<file path="src/rtl/sum_recover_pkg.sv">
// Shared constants, state encoding and slice-count helper for the sum/operand
// recovery path; the adder side uses the same WIDTH/DIGIT defaults.
package sum_recover_pkg;

    localparam int WIDTH_DEF = 12;
    localparam int DIGIT_DEF = 4;

    typedef enum logic [1:0] {
        IDLE = 2'd0,
        CALC = 2'd1,
        DONE = 2'd2
    } state_t;

    // Slices needed to cover a (width+1)-bit sum, i.e. ceil((width+1)/digit).
    function automatic int calc_ndig(input int width, input int digit);
        return (width + digit) / digit;
    endfunction

endpackage

</file>
<file path="src/rtl/sum_operand_recover_digit_sub.sv">
// One DIGIT-bit subtract slice with borrow; reused every cycle by the top level.
module digit_sub
    import sum_recover_pkg::*;
#(
    parameter int DIGIT = DIGIT_DEF
) (
    input  logic [DIGIT-1:0] i_a,
    input  logic [DIGIT-1:0] i_b,
    input  logic             i_borrow,
    output logic [DIGIT-1:0] o_diff,
    output logic             o_borrow
);

    logic [DIGIT:0] w_full;

    // The extra top bit of the (DIGIT+1)-bit difference is the borrow-out.
    assign w_full   = (DIGIT+1)'(i_a) - (DIGIT+1)'(i_b) - (DIGIT+1)'(i_borrow);
    assign o_diff   = w_full[DIGIT-1:0];
    assign o_borrow = w_full[DIGIT];

endmodule

</file>
<file path="src/rtl/sum_operand_recover.sv">
// Recovers B = S - A from a (WIDTH+1)-bit sum and one operand, one DIGIT-bit
// slice per cycle, with valid/ready handshakes on both sides.
//
// state | meaning
// IDLE  | ready for a request, operands captured on accept
// CALC  | one slice subtracted per cycle, borrow carried in r_borrow
// DONE  | result presented until the consumer takes it
module sum_operand_recover
    import sum_recover_pkg::*;
#(
    parameter int WIDTH = WIDTH_DEF,
    parameter int DIGIT = DIGIT_DEF
) (
    input  logic             i_clk,
    input  logic             i_rst,
    input  logic             i_in_valid,
    output logic             o_in_ready,
    input  logic [WIDTH:0]   i_in_sum,
    input  logic [WIDTH-1:0] i_in_a,
    output logic             o_out_valid,
    input  logic             i_out_ready,
    output logic [WIDTH-1:0] o_out_b,
    output logic             o_out_err
);

    localparam int NDIG = calc_ndig(WIDTH, DIGIT);
    localparam int EXT  = NDIG * DIGIT;
    localparam int IDXW = (NDIG > 1) ? $clog2(NDIG) : 1;
    localparam logic [IDXW-1:0] LAST_IDX = IDXW'(NDIG - 1);

    state_t            r_state;
    state_t            w_state_nxt;
    logic [EXT-1:0]    r_s;
    logic [EXT-1:0]    r_a;
    logic [EXT-1:0]    r_res;
    logic [IDXW-1:0]   r_idx;
    logic              r_borrow;

    logic              w_accept;
    logic              w_last;
    logic [DIGIT-1:0]  w_s_dig;
    logic [DIGIT-1:0]  w_a_dig;
    logic [DIGIT-1:0]  w_diff;
    logic              w_borrow_out;

    assign o_in_ready  = (r_state == IDLE);
    assign o_out_valid = (r_state == DONE);
    assign w_accept    = i_in_valid && o_in_ready;
    assign w_last      = (r_idx == LAST_IDX);

    assign w_s_dig = r_s[r_idx*DIGIT +: DIGIT];
    assign w_a_dig = r_a[r_idx*DIGIT +: DIGIT];

    digit_sub #(.DIGIT(DIGIT)) u_digit_sub (
        .i_a      (w_s_dig),
        .i_b      (w_a_dig),
        .i_borrow (r_borrow),
        .o_diff   (w_diff),
        .o_borrow (w_borrow_out)
    );

    always_ff @(posedge i_clk or posedge i_rst) begin
        if (i_rst) begin
            r_state <= IDLE;
        end else begin
            r_state <= w_state_nxt;
        end
    end

    always_comb begin
        w_state_nxt = r_state;
        case (r_state)
            IDLE:    if (w_accept)    w_state_nxt = CALC;
            CALC:    if (w_last)      w_state_nxt = DONE;
            DONE:    if (i_out_ready) w_state_nxt = IDLE;
            default:                  w_state_nxt = IDLE;
        endcase
    end

    always_ff @(posedge i_clk or posedge i_rst) begin
        if (i_rst) begin
            r_s      <= '0;
            r_a      <= '0;
            r_res    <= '0;
            r_idx    <= '0;
            r_borrow <= 1'b0;
        end else if (w_accept) begin
            r_s      <= EXT'(i_in_sum);
            r_a      <= EXT'(i_in_a);
            r_res    <= '0;
            r_idx    <= '0;
            r_borrow <= 1'b0;
        end else if (r_state == CALC) begin
            r_res[r_idx*DIGIT +: DIGIT] <= w_diff;
            r_borrow <= w_borrow_out;
            r_idx    <= w_last ? '0 : r_idx + 1'b1;
        end
    end

    // Final borrow flags S < A; any set bit above WIDTH flags S - A >= 2^WIDTH.
    assign o_out_b   = r_res[WIDTH-1:0];
    assign o_out_err = r_borrow | (|r_res[EXT-1:WIDTH]);

endmodule

</file>
<file path="config.mk">
export PLATFORM = sky130hd
export DESIGN_NAME = sum_operand_recover
export DESIGN_NICKNAME = d
export VERILOG_FILES = /design/src/rtl/sum_recover_pkg.sv /design/src/rtl/sum_operand_recover_digit_sub.sv /design/src/rtl/sum_operand_recover.sv
export SDC_FILE = /design/constraint.sdc
export NUM_CORES = 1
export LEC_CHECK = 0
export BUFFER_PORTS_ARGS = -buffer_cell sky130_fd_sc_hd__buf_4
export CAP_MARGIN = 10
export CORE_ASPECT_RATIO = 1.1
export CORE_MARGIN = 3
export CORE_UTILIZATION = 25
export CTS_CLUSTER_SIZE = 28
export DETAILED_ROUTE_END_ITERATION = 10
export PLACE_DENSITY = 0.5
export SYNTH_ARGS = -nofsm -noshare
export SYNTH_HDL_FRONTEND = slang
export SYNTH_SLANG_ARGS = --single-unit
</file>
<file path="constraint.sdc">
create_clock -name i_clk -period 3.03 [get_ports i_clk]
set_clock_uncertainty 0.05 [all_clocks]
set_input_delay 0.303 -clock i_clk [delete_from_list [all_inputs] [get_ports i_clk]]
set_output_delay 0.303 -clock i_clk [all_outputs]
set_load 0.01 [all_outputs]
</file>
# --- After elaboration in Yosys (flattened, before gate mapping) ---
# Cells that the tools add are included.
# W data, S select, Z words.
op_classes:
  n_bitwise: 1
  mux: 12
  n_shift: 4
  reduce_logical: 5
  n_eq_ne: 6
  add_sub_neg: 4
op_table:
  columns: ["op", "n"]
  rows:
  - ["$neg A4 Y34", 1]
  - ["$shift A4 B34 Y16 const A", 1]
  - ["$shiftx A4 B34 Y16", 1]
  - ["$mux W16", 2]
  - ["$shiftx A16 B5 Y4", 2]
  - ["$bwmux W16", 1]
  - ["$mux W2", 6]
  - ["$pmux W2 S3", 1]
  - ["$sub A4 B4 Y5", 1]
  - ["$sub A5 B1 Y5", 1]
  - ["$eq A2 B2 Y1 const B", 2]
  - ["$ne A2 B1 Y1 const B", 2]
  - ["$reduce_or A4 Y1", 1]
  - ["$reduce_and A3 Y1", 1]
  - ["$add A2 B1 Y2 const B", 1]
  - ["$eq A2 B1 Y1 const B", 1]
  - ["$logic_not A2 Y1", 1]
  - ["$mux W1", 2]
  - ["$ne A2 B2 Y1 const B", 1]
  - ["$reduce_bool A2 Y1", 1]
  - ["$logic_and A1 B1 Y1", 1]
  - ["$or A1 B1 Y1", 1]
totals:
  regBits: 46
  wordCells: 38
  output_inout_bits: 15

# --- Longest topological paths before layout ---
# Gate-level depths: netlist (run 1).
depth:
  word_depth: 7
  ltp_mapped: 11

# --- Modules after synthesis ---
# From an unflattened synthesis (run 1), not the netlist that was laid out.
hier_totals:
  cells_unflattened: 195
  area_unflattened_um2: 2386.0
modules_own_cells:
  columns: ["mod", "seq_area_each_um2", "cells_per_inst", "area_each_um2", "instances"]
  rows:
  - ["sum_operand_recover", 1151.1, 171, 2178.3, 1]
  - ["digit_sub", 0.0, 24, 207.7, 1]

# --- Least setup slack after synthesis (run 1) ---
# OpenSTA, ideal clock, no wires.
synth_path:
  kind: "register -> register"
  startpoint: "register r_idx[0]"
  endpoint: "register r_res[11]"
  slack_ns: 0.483
  n_path_buf: 1
  stages_incl_launch_ff: 9
  arrival_time_ns: 2.431
  path_cell_list: "dfrtp_1 buf_2 mux4_2 fa_1 ha_1 nand2b_1 o2111ai_1 xor2_1 a22o_1"
synth_via:
  elab_chain_len: 7
  elab_cells_between_ends: 10
synth_rtl:
  columns: ["item", "line_no", "text"]
  rows:
  - ["from (decl)", "sum_operand_recover.sv:36", "logic [IDXW-1:0] r_idx;"]
  - ["from (signal assigned)", "sum_operand_recover.sv:96", "r_idx <= w_last ? '0 : r_idx + 1'b1;"]
  - ["$shiftx A16 B5 Y4 (on tied branches)", "sum_operand_recover.sv:51, sum_operand_recover.sv:52", null]
  - ["$sub A4 B4 Y5", "sum_operand_recover_digit_sub.sv:17", "assign w_full = (DIGIT+1)'(i_a) - (DIGIT+1)'(i_b) - (DIGIT+1)'(i_borrow);"]
  - ["$sub A5 B1 Y5", "sum_operand_recover_digit_sub.sv:17", null]
  - ["$shiftx A4 B34 Y16", "sum_operand_recover.sv:94", "r_res[r_idx*DIGIT +: DIGIT] <= w_diff;"]
  - ["$bwmux W16 (*)", "sum_operand_recover.sv:94", null]
  - ["$mux W16 (*)", "sum_operand_recover.sv:93", "end else if (r_state == CALC) begin"]
  - ["$mux W16 (*)", "sum_operand_recover.sv:87", "end else if (w_accept) begin"]
  - ["to (signal, indexed assignment)", "sum_operand_recover.sv:94", null]
  - ["to (decl)", "sum_operand_recover.sv:35", "logic [EXT-1:0] r_res;"]
# Mark *: on every way between the ends. The rest lies on a longest branch, timed or not. The select of a mux whose other input is x is not followed.
# A chain may end at the register's enable or synchronous reset.

# --- Final worst setup path (run 1) ---
# Ends and elaborated chain as after synthesis.

==> results of run 1 <==
cell type report:
cell class | count | area share [%]
Timing Repair Buffer | 50 | 13.7
Tap cell | 114 | 5.00
Clock buffer | 7 | 3.03
Sequential cell | 46 | 40.4
Inverter | 11 | 1.45
Multi-Input combinational cell | 115 | 36.3
Clock inverter | 1 | 0.176
sequential cells by signal, summed over array words and instances, names as in the netlist:
signal / flops
r_idx: 2
r_state: 2
r_res: 16
r_s: 13
r_a: 12
r_borrow: 1
timing repair:
action,4_1_cts,5_1_grt
resized for setup,0,0
hold buffers,0,1
setup buffers,0,0
hold endpoints to repair,0,3
synth_stat cells, drive strengths merged (2+ instances only):
cell type,count,area [µm²]
mux2i,7,70.1
nor2,8,32.5
buf,18,156
a32o,2,20.0
o21ai,5,25.0
fa,2,40.0
dfrtp,46,1150
a21o,2,15.0
a22o,16,140
nor3,2,10.0
nand2,16,60.1
xor2,2,17.5
a21oi,6,30.0
inv,10,37.5
ha,8,100
nand2b,3,18.8
nor3b,2,15.0
mux2,25,357
power by group through the flow:
stage / Sequential [mW] / Combinational (mW) / Clock, mW
after global routing: 1.12 / 2.07 / 0.435
after CTS: 1.09 / 1.87 / 0.410
after global placement: 1.09 / 1.85 / 0
after floorplan: 1.00 / 1.50 / 0
after detailed placement: 1.10 / 1.86 / 0
final: 1.08 / 1.83 / 0.391
metal layers:
layer,vias to the layer above,global-route usage [%],wire [µm]
met5,-,0,0
met2,35,15.5,2250
met4,0,2.93,51
met1,752,13.1,2390
li1,732,-,-
met3,5,2.32,228
cells by family after synthesis:
family                     count (synthesis)  synth area share, %
DFF                                       46                 48.3
and+or+nand+nor                           37                 7.56
muxes                                     33                 18.8
AOI/OAI and AO/OA                         32                 10.0
buffers and inverters                     29                 8.29
adders and majority gates                 10                 5.88
xor gates and xnor gates                   3                 1.10
worst min path at each step:
| stage | from | end | slack (ns) | depth (start not counted) |
|---|---|---|---|---|
| 4_1_cts | i_rst | r_s[1]$_DFFE_PP0P_ | 0.12 | 2 |
| 3_5_place_dp | r_borrow$_DFFE_PP0P_ | r_borrow$_DFFE_PP0P_ | 0.43 | 1 |
| 2_1_floorplan | i_in_a[0] | r_a[0]$_DFFE_PP0P_ | 0.40 | 1 |
| 5_1_grt | i_in_sum[11] | r_s[11]$_DFFE_PP0P_ | 0.17 | 2 |
| 3_3_place_gp | r_borrow$_DFFE_PP0P_ | r_borrow$_DFFE_PP0P_ | 0.43 | 1 |
| 6_report | i_in_sum[1] | r_s[1]$_DFFE_PP0P_ | 0.18 | 2 |
through the flow:
| step | setup slack [ns] | hold WS, ns | cell area (µm²) |
|---|---|---|---|
| after CTS | 0.356 | 0.117 | 2820 |
| after detailed placement | 0.389 | 0.432 | 2730 |
| after floorplan | 0.483 | 0.401 | 2380 |
| after global routing | 0.236 | 0.165 | 2850 |
| after global placement | 0.481 | 0.428 | 2730 |
| final | 0.372 | 0.181 | 2850 |
worst register-to-register path: stages (launching register included):
cell and delay [ns]:
dfrtp_1 0.47, mux4_2 0.55, fa_1 0.40, ha_1 0.32, nand2b_1 0.06, o2111ai_1 0.21, xor2_1 0.34, a22o_1 0.21
==> impl_metrics.toml, run 1 <==
[status]
status = "completed"

[die]
core_um2 = 9050
die_y_um = 108
die_w_um = 99.1
num_io_pins = 44
start_util_pct = 26.3
row_count = 36
fp.dieArea_um2 = 10700

[power]
p_leak_nw = 1.38
power_switching_share_pct = 40.3
switchingPower_mw = 1.33
powerDensity_nw_per_um2 = 1160
peakVddDrop_mv = 0.466
combPwrFrac_pct = 55.4
finalPower_mw = 3.30
clkPwrFrac_pct = 11.9
p_int_mw = 1.97
pwr-share-seq_pct = 32.7

[critical_path]
slowest_delay_ns = 0.55
timing.rr.start = "r_idx[0]$_DFFE_PP0P_"
worstPathCellList = "mux4_2 -> fa_1 -> ha_1 -> nand2b_1 -> o2111ai_1 -> xor2_1 -> a22o_1"
r2r_cells = 7
startpoint = "r_idx[0]$_DFFE_PP0P_"
cp_max_fo = 6
path_buf_inv = 0
crit_path_end_kind = "flip-flop"
critical-path-top-delay-family = "adder cells"
crit_slowest_cell = "mux4_2"
cp.depth = 7
cp.arrival_ns = 2.84
regToRegEndpoint = "r_res[11]$_DFFE_PP0P_"
cp.required_ns = 3.22
crit_path_start_kind = "flip-flop"
critPathKind = "reg -> reg"
r2r_slack_ns = 0.37
setup.worst_path.end = "r_res[11]$_DFFE_PP0P_"

[sta]
post-route-period-util_pct = 87.7
relSlewSlack_pct = 57.9
rsz0062_at_grt = "false"
clock.fmax_ghz = 0.376
setup_viol = 0
final_hold_viol_count = 0
fin_setup_tns_ns = 0
min_period_ns = 2.66
worst_pin_slew_ns = 0.630
finalMaxSlewViolations = 0

[global_route]
track_usage_pct = 9.71
gr-total-overflow = 0
grt_max_degree = 30
grt_pass1_vias = 1581
antenna_found_initial = 0
grt_pass1_wl_um = 8210

[finish]
layout_commonest_cell = "buf_4"
finalNonFillerCells = 344
syn2layout_area_growth_pct = 19.6
mostFrequentLayoutCells = "48 x buf_4, 46 x dfrtp_1, 20 x mux2_4"
n_antenna_cell = 0
final-seq-area_um2 = 1150
drive_gt1_share_pct = 36.5
final_util_pct = 31.5
fin_nets = 268
fillers = 945
multi_input_area_um2 = 1030

[synthesis]
ys_types = 33
syn_inst = 190
syn_area_per_cell_um2 = 12.5
synthArstFlopShare_pct = 100
synth_flop_cell = "dfrtp_1"
synth_warnings = 0
ys_ff_latch = 46
netlist_area_um2 = 2380
yosysSeqAreaShare_pct = 48.3
syn-num-nets = 229
synth-edff-count = 0

[clocking]
clock_sinks = 46
clock_path_buffers = 2
clkTransAtPathRegs_ns = 0.09
ctsHtreeMaxLevel = 2
cts_tree = "built"
cts_made_buffers = 5
clock_latency_ns = 0.29
clockRootBuffer = "clkbuf_8"

[drt]
dr.pass1.iters = 4
drt-total-wl_um = 4920
first_iter_violations = 46
vias_per_cell = 4.43
drc = 0
vias = 1524
avgRoutedWirePerCell_um = 14.3
ant_nets = 0

[placed_design]
globalplace.congestion = 0.774
dp.cells = 334
place_hpwl_um = 3680
portBuffers = 43

[flow_run]
cap_violations = 0

[hold_path]
min_path_type = "in -> reg"
No activity file was read; power rests on OpenSTA's default activity.
==> run 2: changes to the inputs <==
--- a/config.mk
+++ b/config.mk
@@ -13,6 +13,7 @@
 export CTS_CLUSTER_SIZE = 28
 export DETAILED_ROUTE_END_ITERATION = 10
 export PLACE_DENSITY = 0.5
+export REMOVE_ABC_BUFFERS = 1
 export SYNTH_ARGS = -nofsm -noshare
 export SYNTH_HDL_FRONTEND = slang
 export SYNTH_SLANG_ARGS = --single-unit
==> run 2 against run 1 <==
Net effect: non-clock buffer count down 3; register-to-register slack better by 0.06 ns; final cell count is 0.87% lower; clock power up 44%; critical path depth unchanged; worst hold slack got worse by 0.14 ns; total power increased by 5.8%; sequential share of layout area decreased by 0.19 points; sequential cell count stayed put; critical path type unchanged; highest routed layer unchanged.
==> impl_metrics.toml, run 2 (same netlist as run 1, synthesis figures left out) <==
[drt]
dr.pass1.iters = 4
drc = 0
vias = 1508
ant_nets = 0
drt-total-wl_um = 5030
avgRoutedWirePerCell_um = 14.7
first_iter_violations = 45
vias_per_cell = 4.42

[placed_design]
placedInstanceArea_um2 = 2720
portBuffers = 43
globalplace.congestion = 0.815
place_hpwl_um = 3810
dp.cells = 333

[critical_path]
cp_max_fo = 9
crit_path_end_kind = "flip-flop"
cp.arrival_ns = 2.77
regToRegEndpoint = "r_res[7]$_DFFE_PP0P_"
r2r_cells = 7
timing.rr.start = "r_idx[1]$_DFFE_PP0P_"
setup.worst_path.end = "r_res[7]$_DFFE_PP0P_"
crit_path_start_kind = "flip-flop"
cp.required_ns = 3.21
r2r_slack_ns = 0.44
critPathKind = "reg -> reg"
startpoint = "r_idx[1]$_DFFE_PP0P_"

[power]
powerDensity_nw_per_um2 = 1220
peakVddDrop_mv = 0.491
p_leak_nw = 1.38

[clocking]
ctsHtreeMaxLevel = 2
clockRootBuffer = "clkbuf_8"
cts-hold-fix-buffers = 0
clock_latency_ns = 0.30
clock_path_buffers = 2
clock_sinks = 46
cts_made_buffers = 5
cts_setup_buffers = 0
clkTransAtPathRegs_ns = 0.10
cts_resized = 0
cts_tree = "built"

[die]
num_io_pins = 44
die_w_um = 99.1
row_count = 36
die_y_um = 108
start_util_pct = 26.3
fp.dieArea_um2 = 10700
core_um2 = 9050

[sta]
holdWs_ns = 0.0385
relSlewSlack_pct = 38.8
clock.fmax_ghz = 0.385
finalMaxSlewViolations = 0
fin_setup_tns_ns = 0
rsz0062_at_grt = "false"
worst_pin_slew_ns = 0.912
setup_viol = 0
final_hold_viol_count = 0
post-route-period-util_pct = 85.6
min_period_ns = 2.59

[global_route]
grt_max_degree = 26
gr-total-overflow = 0
antenna_found_initial = 0
grt_pass1_wl_um = 8490
track_usage_pct = 10.1
grt_pass1_vias = 1554

[finish]
fin_nets = 265
top_register = "r_res"
finalNonFillerCells = 341
largest_register_ffs = 16
mostFrequentLayoutCells = "47 x buf_4, 46 x dfrtp_1, 20 x mux2_4"
reg_top3 = "r_res: 16 flops, r_s: 13 flops, r_a: 12 flops"
drive_gt1_share_pct = 36.6
layout_commonest_cell = "buf_4"
final_area_um2 = 2870
fillers = 936
n_antenna_cell = 0
final_util_pct = 31.6
syn2layout_area_growth_pct = 20.2

[hold_path]
min_path_type = "in -> async"

[flow_run]
cap_violations = 0

[status]
status = "completed"
==> run 2: cell types whose count changed in the layout (fill, tap and decap cells not counted) <==
| cell | change |
|---|---|
| clkinv_2 | -1 |
| buf_4 | -1 |
| buf_12 | -1 |
| dlygate4sd3_1 | -1 |
| clkbuf_1 | -1 |
| bufinv_16 | +2 |
==> run 2: through the flow <==
step                      setup slack [ns]  total power [mW]
after floorplan                      0.440              2.38
after global placement               0.528              2.94
after detailed placement             0.439              2.98
after CTS                            0.409              3.56
after global routing                 0.275              3.82
final                                0.435              3.49
==> run 2: report_power, final <==
group	switching [mW]	total [mW]	internal [mW]	leakage (nW)
logic	0.938	1.84	0.902	0.735
registers	0.211	1.09	0.878	0.578
clock network	0.210	0.562	0.352	0.0714
==> run 2: how the worst min path moves through the flow <==
| stage | to | slack [ns] | cells past startpoint |
|---|---|---|---|
| after floorplan | r_a[0]$_DFFE_PP0P_ | 0.40 | 1 |
| after global placement | r_res[5]$_DFFE_PP0P_ | 0.37 | 2 |
| after global routing | r_res[0]$_DFFE_PP0P_ | 0.08 | 2 |
| after CTS | r_res[1]$_DFFE_PP0P_ | 0.05 | 2 |
| final | r_state[0]$_DFFE_PP0P_ | 0.04 | 2 |
| after detailed placement | r_res[5]$_DFFE_PP0P_ | 0.38 | 2 |
==> run 2: layout make-up <==
type	count	area (µm²)	area share [%]
clock buffers	6	82.6	2.88
clock inverters	2	60.1	2.10
inverters	11	41.3	1.44
multi-input cells	115	1030	36.1
flip-flops and latches	46	1150	40.2
well taps	114	143	4.98
repair buffers	47	353	12.3
==> run 2: critical path, stage by stage, from the launching register on <==
cell	delay [ns]
dfrtp_1	0.60
mux4_2	0.38
fa_1	0.42
ha_1	0.31
nand2b_1	0.06
o2111ai_1	0.21
xor2_1	0.31
a22o_1	0.20
==> run 2: per-layer routing <==
layer,track usage [%],wire [µm],vias up
li1,-,-,729
met1,14.1,2360,735
met2,15.6,2350,42
met3,2.52,285,2
met4,2.34,24,0
met5,0,0,-
